===== config.mk =====
export PLATFORM = sky130hd
export DESIGN_NAME = y86_mem_stage
export DESIGN_NICKNAME = d
export VERILOG_FILES = /design/src/rtl/y86_pkg.sv /design/src/rtl/y86_mem_decode.sv /design/src/rtl/y86_mem_stage.sv
export SDC_FILE = /design/constraint.sdc
export NUM_CORES = 1
export LEC_CHECK = 0
export CORE_AREA = 3 3 214 216
export DETAILED_ROUTE_END_ITERATION = 16
export DIE_AREA = 0 0 217 219
export GPL_TIMING_DRIVEN = 0
export MAX_ROUTING_LAYER = met4
export PLACE_DENSITY = 0.63
export SYNTH_ARGS = -nofsm -noshare
export SYNTH_HDL_FRONTEND = slang
export SYNTH_HIERARCHICAL = 1
export SYNTH_SLANG_ARGS = --single-unit

===== constraint.sdc =====
create_clock -name clk -period 3.2 [get_ports clk]
set_input_delay 0.48 -clock clk [delete_from_list [all_inputs] [get_ports clk]]
set_output_delay 0.48 -clock clk [all_outputs]
set_load 0.02 [all_outputs]

===== src/rtl/y86_pkg.sv =====
// Shared Y86-64 encodings for the memory stage: instruction codes, status codes,
// register sentinel and the small select enums used by the request decoder.
package y86_pkg;

    localparam logic [3:0] IHALT   = 4'h0;
    localparam logic [3:0] INOP    = 4'h1;
    localparam logic [3:0] IRMMOVQ = 4'h4;
    localparam logic [3:0] IMRMOVQ = 4'h5;
    localparam logic [3:0] ICALL   = 4'h8;
    localparam logic [3:0] IRET    = 4'h9;
    localparam logic [3:0] IPUSHQ  = 4'hA;
    localparam logic [3:0] IPOPQ   = 4'hB;

    localparam logic [2:0] SAOK = 3'd1;
    localparam logic [2:0] SHLT = 3'd2;
    localparam logic [2:0] SADR = 3'd3;
    localparam logic [2:0] SINS = 3'd4;

    localparam logic [3:0] RNONE = 4'hF;

    typedef enum logic [1:0] {ASEL_ZERO, ASEL_VALE, ASEL_VALA} addr_sel_e;
    typedef enum logic       {DSEL_VALA, DSEL_VALP}            data_sel_e;
    typedef enum logic       {ST_RUN, ST_HALTED}               run_state_e;

endpackage


===== src/rtl/y86_mem_decode.sv =====
// Combinational icode decoder: which memory access an instruction makes and
// where its address and write data come from.
module y86_mem_decode
    import y86_pkg::*;
(
    input  logic [3:0] icode,
    output logic       rd,
    output logic       wr,
    output addr_sel_e  addr_sel,
    output data_sel_e  data_sel
);

    always_comb begin
        // NOTE: every output gets a default first so no path through the case infers a latch.
        rd       = 1'b0;
        wr       = 1'b0;
        addr_sel = ASEL_ZERO;
        data_sel = DSEL_VALA;
        case (icode)
            IRMMOVQ, IPUSHQ: begin
                wr       = 1'b1;
                addr_sel = ASEL_VALE;
            end
            ICALL: begin
                wr       = 1'b1;
                addr_sel = ASEL_VALE;
                data_sel = DSEL_VALP;
            end
            IMRMOVQ: begin
                rd       = 1'b1;
                addr_sel = ASEL_VALE;
            end
            IPOPQ, IRET: begin
                rd       = 1'b1;
                addr_sel = ASEL_VALA;
            end
            default: ;
        endcase
    end

endmodule


===== src/rtl/y86_mem_stage.sv =====
// Y86-64 memory stage: M/W pipeline registers, data-memory request generation and
// sticky halt. Define MEM_ALIGN_CHECK_EN to fault any access not 8-byte aligned.
module y86_mem_stage
    import y86_pkg::*;
#(
    parameter int ADDR_W = 64,
    parameter int DATA_W = 64
) (
    input  logic              clk,
    input  logic              rst_n,
    input  logic [3:0]        e_icode,
    input  logic [2:0]        e_stat,
    input  logic [ADDR_W-1:0] e_valE,
    input  logic [DATA_W-1:0] e_valA,
    input  logic [ADDR_W-1:0] e_valP,
    input  logic [3:0]        e_dstE,
    input  logic [3:0]        e_dstM,
    input  logic              m_stall,
    input  logic              m_bubble,
    input  logic              w_stall,
    output logic              mem_read,
    output logic              mem_write,
    output logic [ADDR_W-1:0] mem_addr,
    output logic [DATA_W-1:0] mem_data,
    input  logic [DATA_W-1:0] valM,
    input  logic              dmem_error,
    output logic [2:0]        m_stat,
    output logic [3:0]        w_icode,
    output logic [2:0]        w_stat,
    output logic [ADDR_W-1:0] w_valE,
    output logic [DATA_W-1:0] w_valM,
    output logic [3:0]        w_dstE,
    output logic [3:0]        w_dstM,
    output logic              halted
);

    logic [3:0]        m_icode;
    logic [2:0]        m_stat_r;
    logic [ADDR_W-1:0] m_valE;
    logic [DATA_W-1:0] m_valA;
    logic [ADDR_W-1:0] m_valP;
    logic [3:0]        m_dstE;
    logic [3:0]        m_dstM;

    logic       dec_rd;
    logic       dec_wr;
    addr_sel_e  addr_sel;
    data_sel_e  data_sel;
    logic       access_err;
    run_state_e state_q;
    run_state_e state_d;

    // M register: bubble wins over stall.
    always_ff @(posedge clk or negedge rst_n) begin
        // NOTE: sequential state uses non-blocking assignments so every register samples pre-edge values.
        if (!rst_n) begin
            m_icode  <= INOP;
            m_stat_r <= SAOK;
            m_valE   <= '0;
            m_valA   <= '0;
            m_valP   <= '0;
            m_dstE   <= RNONE;
            m_dstM   <= RNONE;
        end else if (m_bubble) begin
            m_icode  <= INOP;
            m_stat_r <= SAOK;
            m_valE   <= '0;
            m_valA   <= '0;
            m_valP   <= '0;
            m_dstE   <= RNONE;
            m_dstM   <= RNONE;
        end else if (!m_stall) begin
            m_icode  <= e_icode;
            m_stat_r <= e_stat;
            m_valE   <= e_valE;
            m_valA   <= e_valA;
            m_valP   <= e_valP;
            m_dstE   <= e_dstE;
            m_dstM   <= e_dstM;
        end
    end

    y86_mem_decode u_decode (
        .icode    (m_icode),
        .rd       (dec_rd),
        .wr       (dec_wr),
        .addr_sel (addr_sel),
        .data_sel (data_sel)
    );

    always_comb begin
        mem_addr = '0;
        case (addr_sel)
            ASEL_VALE: mem_addr = m_valE;
            ASEL_VALA: mem_addr = ADDR_W'(m_valA);
            default:   mem_addr = '0;
        endcase
        mem_data = (data_sel == DSEL_VALP) ? DATA_W'(m_valP) : m_valA;
    end

`ifdef MEM_ALIGN_CHECK_EN
    assign access_err = dmem_error | (mem_addr[2:0] != 3'b000);
`else
    assign access_err = dmem_error;
`endif

    // Fault detection uses the raw decode so m_stat never depends on the gated strobes.
    assign m_stat    = ((dec_rd | dec_wr) && access_err) ? SADR : m_stat_r;
    assign mem_write = dec_wr && (m_stat == SAOK) && (w_stat == SAOK) && (state_q == ST_RUN);
    assign mem_read  = dec_rd && (state_q == ST_RUN);

    always_ff @(posedge clk or negedge rst_n) begin
        if (!rst_n) begin
            w_icode <= INOP;
            w_stat  <= SAOK;
            w_valE  <= '0;
            w_valM  <= '0;
            w_dstE  <= RNONE;
            w_dstM  <= RNONE;
        end else if (!w_stall) begin
            w_icode <= m_icode;
            w_stat  <= m_stat;
            w_valE  <= m_valE;
            w_valM  <= mem_read ? valM : '0;
            w_dstE  <= m_dstE;
            w_dstM  <= m_dstM;
        end
    end

    always_ff @(posedge clk or negedge rst_n) begin
        if (!rst_n) state_q <= ST_RUN;
        else        state_q <= state_d;
    end

    // HALTED is sticky; only reset leaves it.
    always_comb begin
        state_d = state_q;
        if (state_q == ST_RUN && !w_stall && m_stat != SAOK)
            state_d = ST_HALTED;
    end

    assign halted = (state_q == ST_HALTED);

endmodule


# Word-level counts from Yosys, hierarchy flattened
# Index checks and enable logic that the tools add are counted.
# W data, S select, Z words.
word_totals:
  word_cells: 62
  inputBits: 277
  mem_count: 0
  regBits: 351
  ramBits: 0
  mem_bits_ro: 0
  latch_bits: 0
op_classes:
  n_reduce_logical: 12
  n_div: 0
  mux: 22
  magnitude_cmp: 0
  n_mul: 0
  bitwise_logic: 2
  n_addsub: 0
  shifts: 0
  eq_ne: 12
ops:
  columns: ["cell", "n"]
  rows:
  - ["$mux W64", 8]
  - ["$pmux W64 S2", 1]
  - ["$mux W4", 6]
  - ["$eq A4 B4 Y1 const B", 4]
  - ["$mux W3", 3]
  - ["$eq A4 B3 Y1 const B", 2]
  - ["$logic_and A1 B1 Y1", 7]
  - ["$eq A3 B1 Y1 const B", 2]
  - ["$reduce_or A3 Y1", 2]
  - ["$pmux W2 S2", 1]
  - ["$reduce_or A4 Y1", 1]
  - ["$mux W1", 3]
  - ["$ne A3 B1 Y1 const B", 1]
  - ["$eq A2 B1 Y1 const B", 1]
  - ["$eq A2 B2 Y1 const B", 1]
  - ["$ne A2 B1 Y1 const B", 1]
  - ["$reduce_or A2 Y1", 1]
  - ["$logic_not A1 Y1", 1]
  - ["$not A1 Y1", 1]
  - ["$or A1 B1 Y1", 1]

# Logic depth before layout (Yosys ltp)
# Gate-level depths: netlist of the first run.
depth:
  ltp_word: 10
  depth_mapped: 8

# By module
# Netlist of the first run, hierarchy kept.
by_module_without_submodules:
  columns: ["mod", "cells_each", "n_inst", "area_per_inst_um2", "seq_area_each_um2"]
  rows:
  - ["y86_mem_stage", 1346, 1, 15912.8, 8808.4]
  - ["y86_mem_decode", 9, 1, 48.8, 0.0]

# Worst setup path after synthesis of the first run
# OpenSTA, ideal clock, no wires.
synth_path:
  path_type: "flip-flop to output port"
  from: "register m_icode[1]"
  to: "output port mem_addr[0]"
  setup_slack_ns: 0.866
  arrival_ns: 1.854
  path_stages_with_launch: 8
  path_buffers: 2
  t_required_ns: 2.720
  cell_sequence: "dfrtp_1 -> or3b_1 -> nand2_1 -> inv_1 -> ha_1 -> buf_2 -> clkbuf_1 -> nor2_1"
synth_between:
  elab_chain_len: 5
  elab_cells_between_ends: 12
synth_lines:
  columns: ["item", "line", "rtl"]
  rows:
  - ["start, declared", "y86_mem_stage.sv:37", "logic [3:0] m_icode;"]
  - ["start signal, assigned", "y86_mem_stage.sv:73", "m_icode <= e_icode;"]
  - ["$eq A4 B3 Y1 or $eq A4 B4 Y1 (tied branches)", "y86_mem_decode.sv:19", "case (icode)"]
  - ["$reduce_or A4 Y1 (no line) or $reduce_or A2 Y1 (tied branches)", null, null]
  - ["$pmux W2 S2 *", "y86_mem_decode.sv:19", null]
  - ["named net addr_sel[0]", "y86_mem_stage.sv:47", "addr_sel_e addr_sel;"]
  - ["$eq A2 B2 Y1 or $eq A2 B1 Y1 (tied branches)", "y86_mem_stage.sv:93", "case (addr_sel)"]
  - ["$pmux W64 S2 *", "y86_mem_stage.sv:93", null]
  - ["end, declared", "y86_mem_stage.sv:23", "output logic [ADDR_W-1:0] mem_addr,"]
# Mark *: on every way through the listed nets, which the timed path passes. The rest lies on a longest branch.

# Worst setup path in the final report of the first run
layout_path:
  from: "register m_icode[2]"
  to: "output port mem_data[26]"
layout_between:
  elab_chain_len: 3
layout_lines:
  columns: ["item", "line", "rtl"]
  rows:
  - ["$eq A4 B4 Y1", "y86_mem_decode.sv:19", null]
  - ["$mux W1", "y86_mem_decode.sv:19", null]
  - ["named net data_sel", "y86_mem_stage.sv:48", "data_sel_e data_sel;"]
  - ["$mux W64", "y86_mem_stage.sv:98", "mem_data = (data_sel == DSEL_VALP) ? DATA_W'(m_valP) : m_valA;"]
  - ["end, declared", "y86_mem_stage.sv:24", "output logic [DATA_W-1:0] mem_data,"]
# The timed path passes the listed nets, and every way through them passes these cells.

==> results.md, run 1 <==
* Status: complete, no violations
* Total GRT Usage at 25.0%
* Ports at about 550
* CTS buffer count at 41
* RePlAce Congestion at 0.878
* RSZ-0062 raised after global routing: yes
* Die Area at 47500 um^2
* Worst hold path type: input pin to flip-flop
* Synth Area in XOR/XNOR at 0%
* Area grow syn2layout at 47.3%
* Mapped Nets at 1634
* HP Start: m_stall
* Post-synthesis register bit count at 351
* Ys flop type: dfrtp_1
* I/O Buffers at 550
* Sink Count at 351
* Mux share of post-synthesis cell area at 23.6%
* Avg Cell Area, Syn at 11.8 um^2
* Die width at 217 um
* Slew @ Worst Pin at 665 ps
* Post-Route Skew at 8.96 ps
* Leading area contributor after synthesis: dfrtp_1
* Main combinational cell family by area after synthesis: multiplexers
* Post-Syn Area at 16000 um^2
* CP startpoint kind: flip-flop
* Power Density at 485 nW/um^2
* Asr flop ratio synth at 100%
* Via count at 12800
* CTS tree: built
* Fmax at ~0.32 GHz
* Worst slew margin at 55.6%
* Critical Path RT at 2720 ps
* Top cell type's share of synthesized area at around half
* Worst hold path depth at 3
* Final hold slack at approximately 330 ps
* Share of layout cells above drive strength 1 at 20.1%
* Post-layout min period at a little over 3000 ps
* Crit end category: output pin
* Worst Hold End: m_dstM[0]
* Post-DRT Antenna Nets at 0
* Initial Util at 36.2%
* Area of the core at 44100 um^2
* Post-Layout Inst Area at 23500 um^2
* Count of max-cap constraint violations at 0
* Reg clk slew, reported paths at 60 ps
* Synth Area in Compound Gates at 5.71%
* Vias in the first global route at 13700
* First-pass GRT wire length at around 87000 um
* Nets at ~2200
* Arrival @ worst endpoint at 2630 ps
* Initial antenna violation count at 6
* Power Total at 0.0114 W
* Pre-Repair DR Iteration Count at 5
* Finished Layout Cells at 2580
* CTS HTree Levels at 2
* Top cells by count, synth: dfrtp_1 (331), nor2_1 (263), mux2i_1 (197), nand2_1 (129), mux2_2 (93)
* Reg2Reg Capture Point: w_valM[47]
* Yosys warns at 6
* Vias per Instance at 4.96
* Final period utilization at 97.3%
* Post-DP Area at 22300 um^2
* Peak supply drop at roughly 0.00047 V
* Fin. max-slew vios at 0
* Lkg Pwr at 11.1 nW
* Worst-skew pair later-pin latency at about 540 ps
* CTS max path bufs at 3
* Area contributors post-synth: dfrtp_1 (52%), mux2i_1 (12%), mux2_2 (6.6%)
* Avg WL per Cell at 22.9 um
* Post-synthesis simple-gate area fraction at 10.1%
* DR iter-0 viols at 765
* FP Rows at 77
* Dpl hpwl at approximately 45000 um
* Post-detailed-route DRC marker count at 0
* Cells after Synth at 1355
* R2R Setup Slk at 1220 ps
* Reg2Reg Depth at 7
* Critical path type: flip-flop to output pin
* Pin count of the biggest net entering global routing at 115
* Worst R2R Start: m_icode[1]
* EDFF count, synth at 0
* Synth Area in Adders at 0.157%
* Seq/Total Area, Yosys at ~55%
* Total Wirelength at 59100 um
* Placed Cells incl. Taps at 2500
* Clk root buf: clkbuf_16
* Final Setup Violations at 0
* Die height at between 200 and 250 um
* Final Hold Vio Count at 0
* Max FO, Critical Path at 10
* Overflow after GRT at 0
* Synth cell types at 30
* Count leader, synth: dfrtp_1
-- registers in the layout, summed over array words and instances (netlist names), 3 cells and up --
signal,count
m_dstM,4
w_valM,64
m_icode,4
m_valP,64
w_valE,64
w_stat,3
m_stat_r,3
w_dstM,4
m_dstE,4
w_icode,4
m_valA,64
w_dstE,4
m_valE,64
-- layout by cell type (no fill, tap or decap), types with 3 or more instances in the layout --
master / count
nand2_1: 129
nor2_2: 5
clkbuf_16: 41
a22oi_2: 10
inv_1: 3
dlygate4sd2_1: 63
nor2b_1: 10
buf_8: 24
buf_6: 24
clkinv_2: 5
dfstp_2: 20
bufinv_16: 3
nor2_1: 257
clkdlybuf4s50_1: 419
dfrtp_1: 330
buf_4: 14
nand2b_1: 3
clkbuf_8: 15
buf_2: 69
clkbuf_2: 9
a211o_1: 10
clkbuf_1: 27
buf_16: 3
o21ai_1: 6
diode_2: 8
mux2_4: 50
mux2_2: 93
mux2i_1: 197
buf_1: 4
a22oi_1: 54
o21ai_0: 59
clkbuf_4: 3
-- per-layer routing --
| layer | GRT usage [%] | wire (um) | part of all wire (%) |
|---|---|---|---|
| met5 | - | 0 | 0 |
| met4 | 8.50 | 1710 | 2.9 |
| met3 | 7.63 | 4990 | 8.4 |
| met2 | 41.1 | 28900 | 49 |
| met1 | 29.5 | 23500 | 40 |
-- worst max-delay path by stage --
stage	from	end	slack [ps]
after floorplan	m_icode[1]	mem_addr[0]	870
after global placement	rst_n	w_valM[22]	-14260
after detailed placement	m_icode[2]	mem_addr[5]	-220
after CTS	m_icode[1]	mem_write	-100
after global routing	m_icode[2]	mem_data[26]	-1
final	m_icode[2]	mem_data[26]	90
-- stage by stage --
step	TNS (ps)	worst slack [ps]	utilization, %
final	0	87.0	53.3
after global routing	-1.02	-1.02	53.3
after CTS	-116	-99.6	53.8
after detailed placement	-6600	-217	50.5
after global placement	-4897530	-14260	50.3
after floorplan	0	866	-
-- kinds of logic after synthesis --
logic type               count (synthesis)
AO/OA/AOI/OAI                          142
adder cells (fa/ha/maj)                  2
buffers and inverters                  108
flip-flops                             351
multiplexers                           340
AND/OR/NAND/NOR                        412
-- area by class of cell --
| cell class | instances | area (um^2) |
|---|---|---|
| fill | 4012 | 20600 |
| sequential | 351 | 8810 |
| multi-input combinational | 896 | 6400 |
| timing repair buffer | 555 | 5220 |
| clock buffer | 61 | 1220 |
| buffer | 105 | 971 |
| tap | 592 | 741 |
| clock inverter | 9 | 123 |
| antenna | 8 | 20.0 |
| inverter | 3 | 11.3 |
-- critical path, cell delays in order, from the launching register on --
cell           delay (ps)
dfrtp_2               450
or3b_1                380
nor2_1                130
buf_6                 240
buf_6                 190
mux2_2                360
dlygate4sd2_1         330
-- power breakdown --
part | internal (W) | switching (W) | total, W
Clock | 0.00286 | 0.00184 | 0.00470
Sequential | 0.00469 | 0.000176 | 0.00487
Combinational | 0.000935 | 0.000913 | 0.00185
Total | 0.00849 | 0.00292 | 0.0114
-- what timing repair did --
action                                  CTS  global route
endpoints found under the setup margin  130            76
buffers inserted                          1             0
endpoints found under the hold margin    56             0
resized for setup                       305            91
hold buffers                              1             0
Note: power is estimated with default switching activity, not from simulation.
==> run 2, diff against run 1 <==
--- a/config.mk
+++ b/config.mk
@@ -10,7 +10,7 @@
 export DIE_AREA = 0 0 217 219
 export GPL_TIMING_DRIVEN = 0
 export MAX_ROUTING_LAYER = met4
-export PLACE_DENSITY = 0.63
+export PLACE_DENSITY = 0.69
 export SYNTH_ARGS = -nofsm -noshare
 export SYNTH_HDL_FRONTEND = slang
 export SYNTH_HIERARCHICAL = 1
==> results.md, run 2 (same netlist as run 1, synthesis figures left out) <==
* Most frequent cells in the layout: clkdlybuf4s50_1 (419), dfrtp_1 (330), nor2_1 (260)
* Worst hold path type: input pin to flip-flop
* Crit end category: output pin
* Pin count of the biggest net entering global routing at 116
* Clk root buf: clkbuf_16
* Max FO, Critical Path at 10
* Ports at 554
* CTS max path bufs at 3
* Count of max-cap constraint violations at 0
* FP Rows at 77
* Final Setup Violations at 0
* Clock power frac at 42.6%
* Total Wirelength at 59100 um
* Fillers at 3930
* Final Hold Vio Count at 0
* Area of the core at roughly 44000 um^2
* Area grow syn2layout at 48.2%
* Sink Count at roughly 350
* Share of layout cells above drive strength 1 at 19.9%
* Overflow after GRT at 0
* Worst-skew pair later-pin latency at 560 ps
* Cell-internal power at 0.00872 W
* Status: complete, no violations
* Die width at 217 um
* Critical path type: flip-flop to output pin
* Post-layout min period at roughly 3100 ps
* Comb pwr share at 15.8%
* Final period utilization at 98.0%
* Fmax at around 0.32 GHz
* Peak supply drop at 0.000431 V
* Dpl hpwl at between 40000 and 50000 um
* Total GRT Usage at 25.1%
* Net Sw Power at 0.00298 W
* Post-detailed-route DRC marker count at 0
* CP startpoint kind: flip-flop
* Nets at roughly 2200
* Most common cell after layout, fill and taps aside: clkdlybuf4s50_1
* Vias per Instance at just under 5
* Vias in the first global route at around 14000
* Setup ws final at 64.4 ps
* Worst slew margin at 57.1%
* I/O Buffers at 550
* Fin. max-slew vios at 0
* Sequential power share at around two fifths
* Initial Util at roughly 36%
* CTS tree: built
* Reg clk slew, reported paths at 60 ps
* Finished Layout Cells at between 2000 and 3000
* Post-Route Skew at 13.0 ps
* Die Area at 47500 um^2
* Arrival @ worst endpoint at 2660 ps
* First-pass GRT wire length at 87600 um
* Slew @ Worst Pin at 644 ps
* DR iter-0 viols at roughly 760
* Post-DRT Antenna Nets at 0
* Lkg Pwr at around 11 nW
* Avg WL per Cell at 22.8 um
* Power Density at 495 nW/um^2
* RePlAce Congestion at 0.900
* Via count at 12800
* Switching Fraction at 25.4%
* RSZ-0062 raised after global routing: yes
* Worst slack, placed at -250 ps
* CTS HTree Levels at 2
* Pre-Repair DR Iteration Count at 5
* CTS buffer count at 41
* Placed Cells incl. Taps at 2500
* Die height at 219 um
* Initial antenna violation count at 13
* Critical Path RT at 2720 ps
run 2: power groups by stage:
stage	combinational [W]	clock, W	sequential (W)
after floorplan	0.000764	0	0.00500
after global placement	0.00184	0	0.00494
after detailed placement	0.00187	0	0.00494
after CTS	0.00187	0.00509	0.00487
after global routing	0.00198	0.00527	0.00490
final	0.00185	0.00498	0.00487
run 2: repair_timing:
action,4_1_cts,5_1_grt
gates resized for setup,323,58
hold endpoints to repair,61,0
cloned,0,0
setup endpoints to repair,130,77
hold buffers,1,0
buffers inserted,1,1
run 2: per-layer routing:
metal	wire (um)	up-vias	track usage (%)
li1	-	5822	-
met2	29200	495	41.9
met3	5140	98	8.18
met1	23000	6375	28.7
met5	0	-	-
met4	1880	0	8.65
run 2: critical path: stages, from the launching register on:
cell,delay [ps]
dfrtp_2,440
or3b_1,390
nor2_1,130
buf_6,230
buf_6,200
mux2_2,360
dlygate4sd2_1,340
run 2: path summary, 6_finish.rpt:
kind                            start            to  slack [ps]  cells past startpoint
min reg2reg                w_valM[19]    w_valM[19]         480                      2
min                           m_stall     m_dstM[3]         330                      3
min in group asynchronous       rst_n    w_valM[52]         460                      2
max                        m_icode[2]  mem_data[23]          60                      6
max reg2reg                m_icode[1]    w_valM[52]        1240                      7
max in group asynchronous       rst_n    m_valP[21]        1270                      4
run 2: final cells by class:
type                       instances  area [um^2]  area share (%)
buffer                           105          976            4.13
inverter                           3         11.3          0.0476
multi-input combinational        896         6370            26.9
clock buffer                      61         1240            5.26
sequential                       351         8810            37.2
tap                              592          741            3.13
antenna                           13         32.5           0.138
clock inverter                    12          198           0.836
timing repair buffer             556         5280            22.3
run 2: through the flow:
step	utilization, %	area, um^2	TNS, ps	hold WS (ps)	power, W
finish	53.6	23700	0	331	0.0117
global route	53.6	23700	-252	318	0.0121
CTS	53.8	23700	-344	293	0.0118
global placement	50.3	22200	-4822320	464	0.00678
detailed placement	50.5	22300	-5590	462	0.00681
floorplan	-	16000	0	184	0.00576
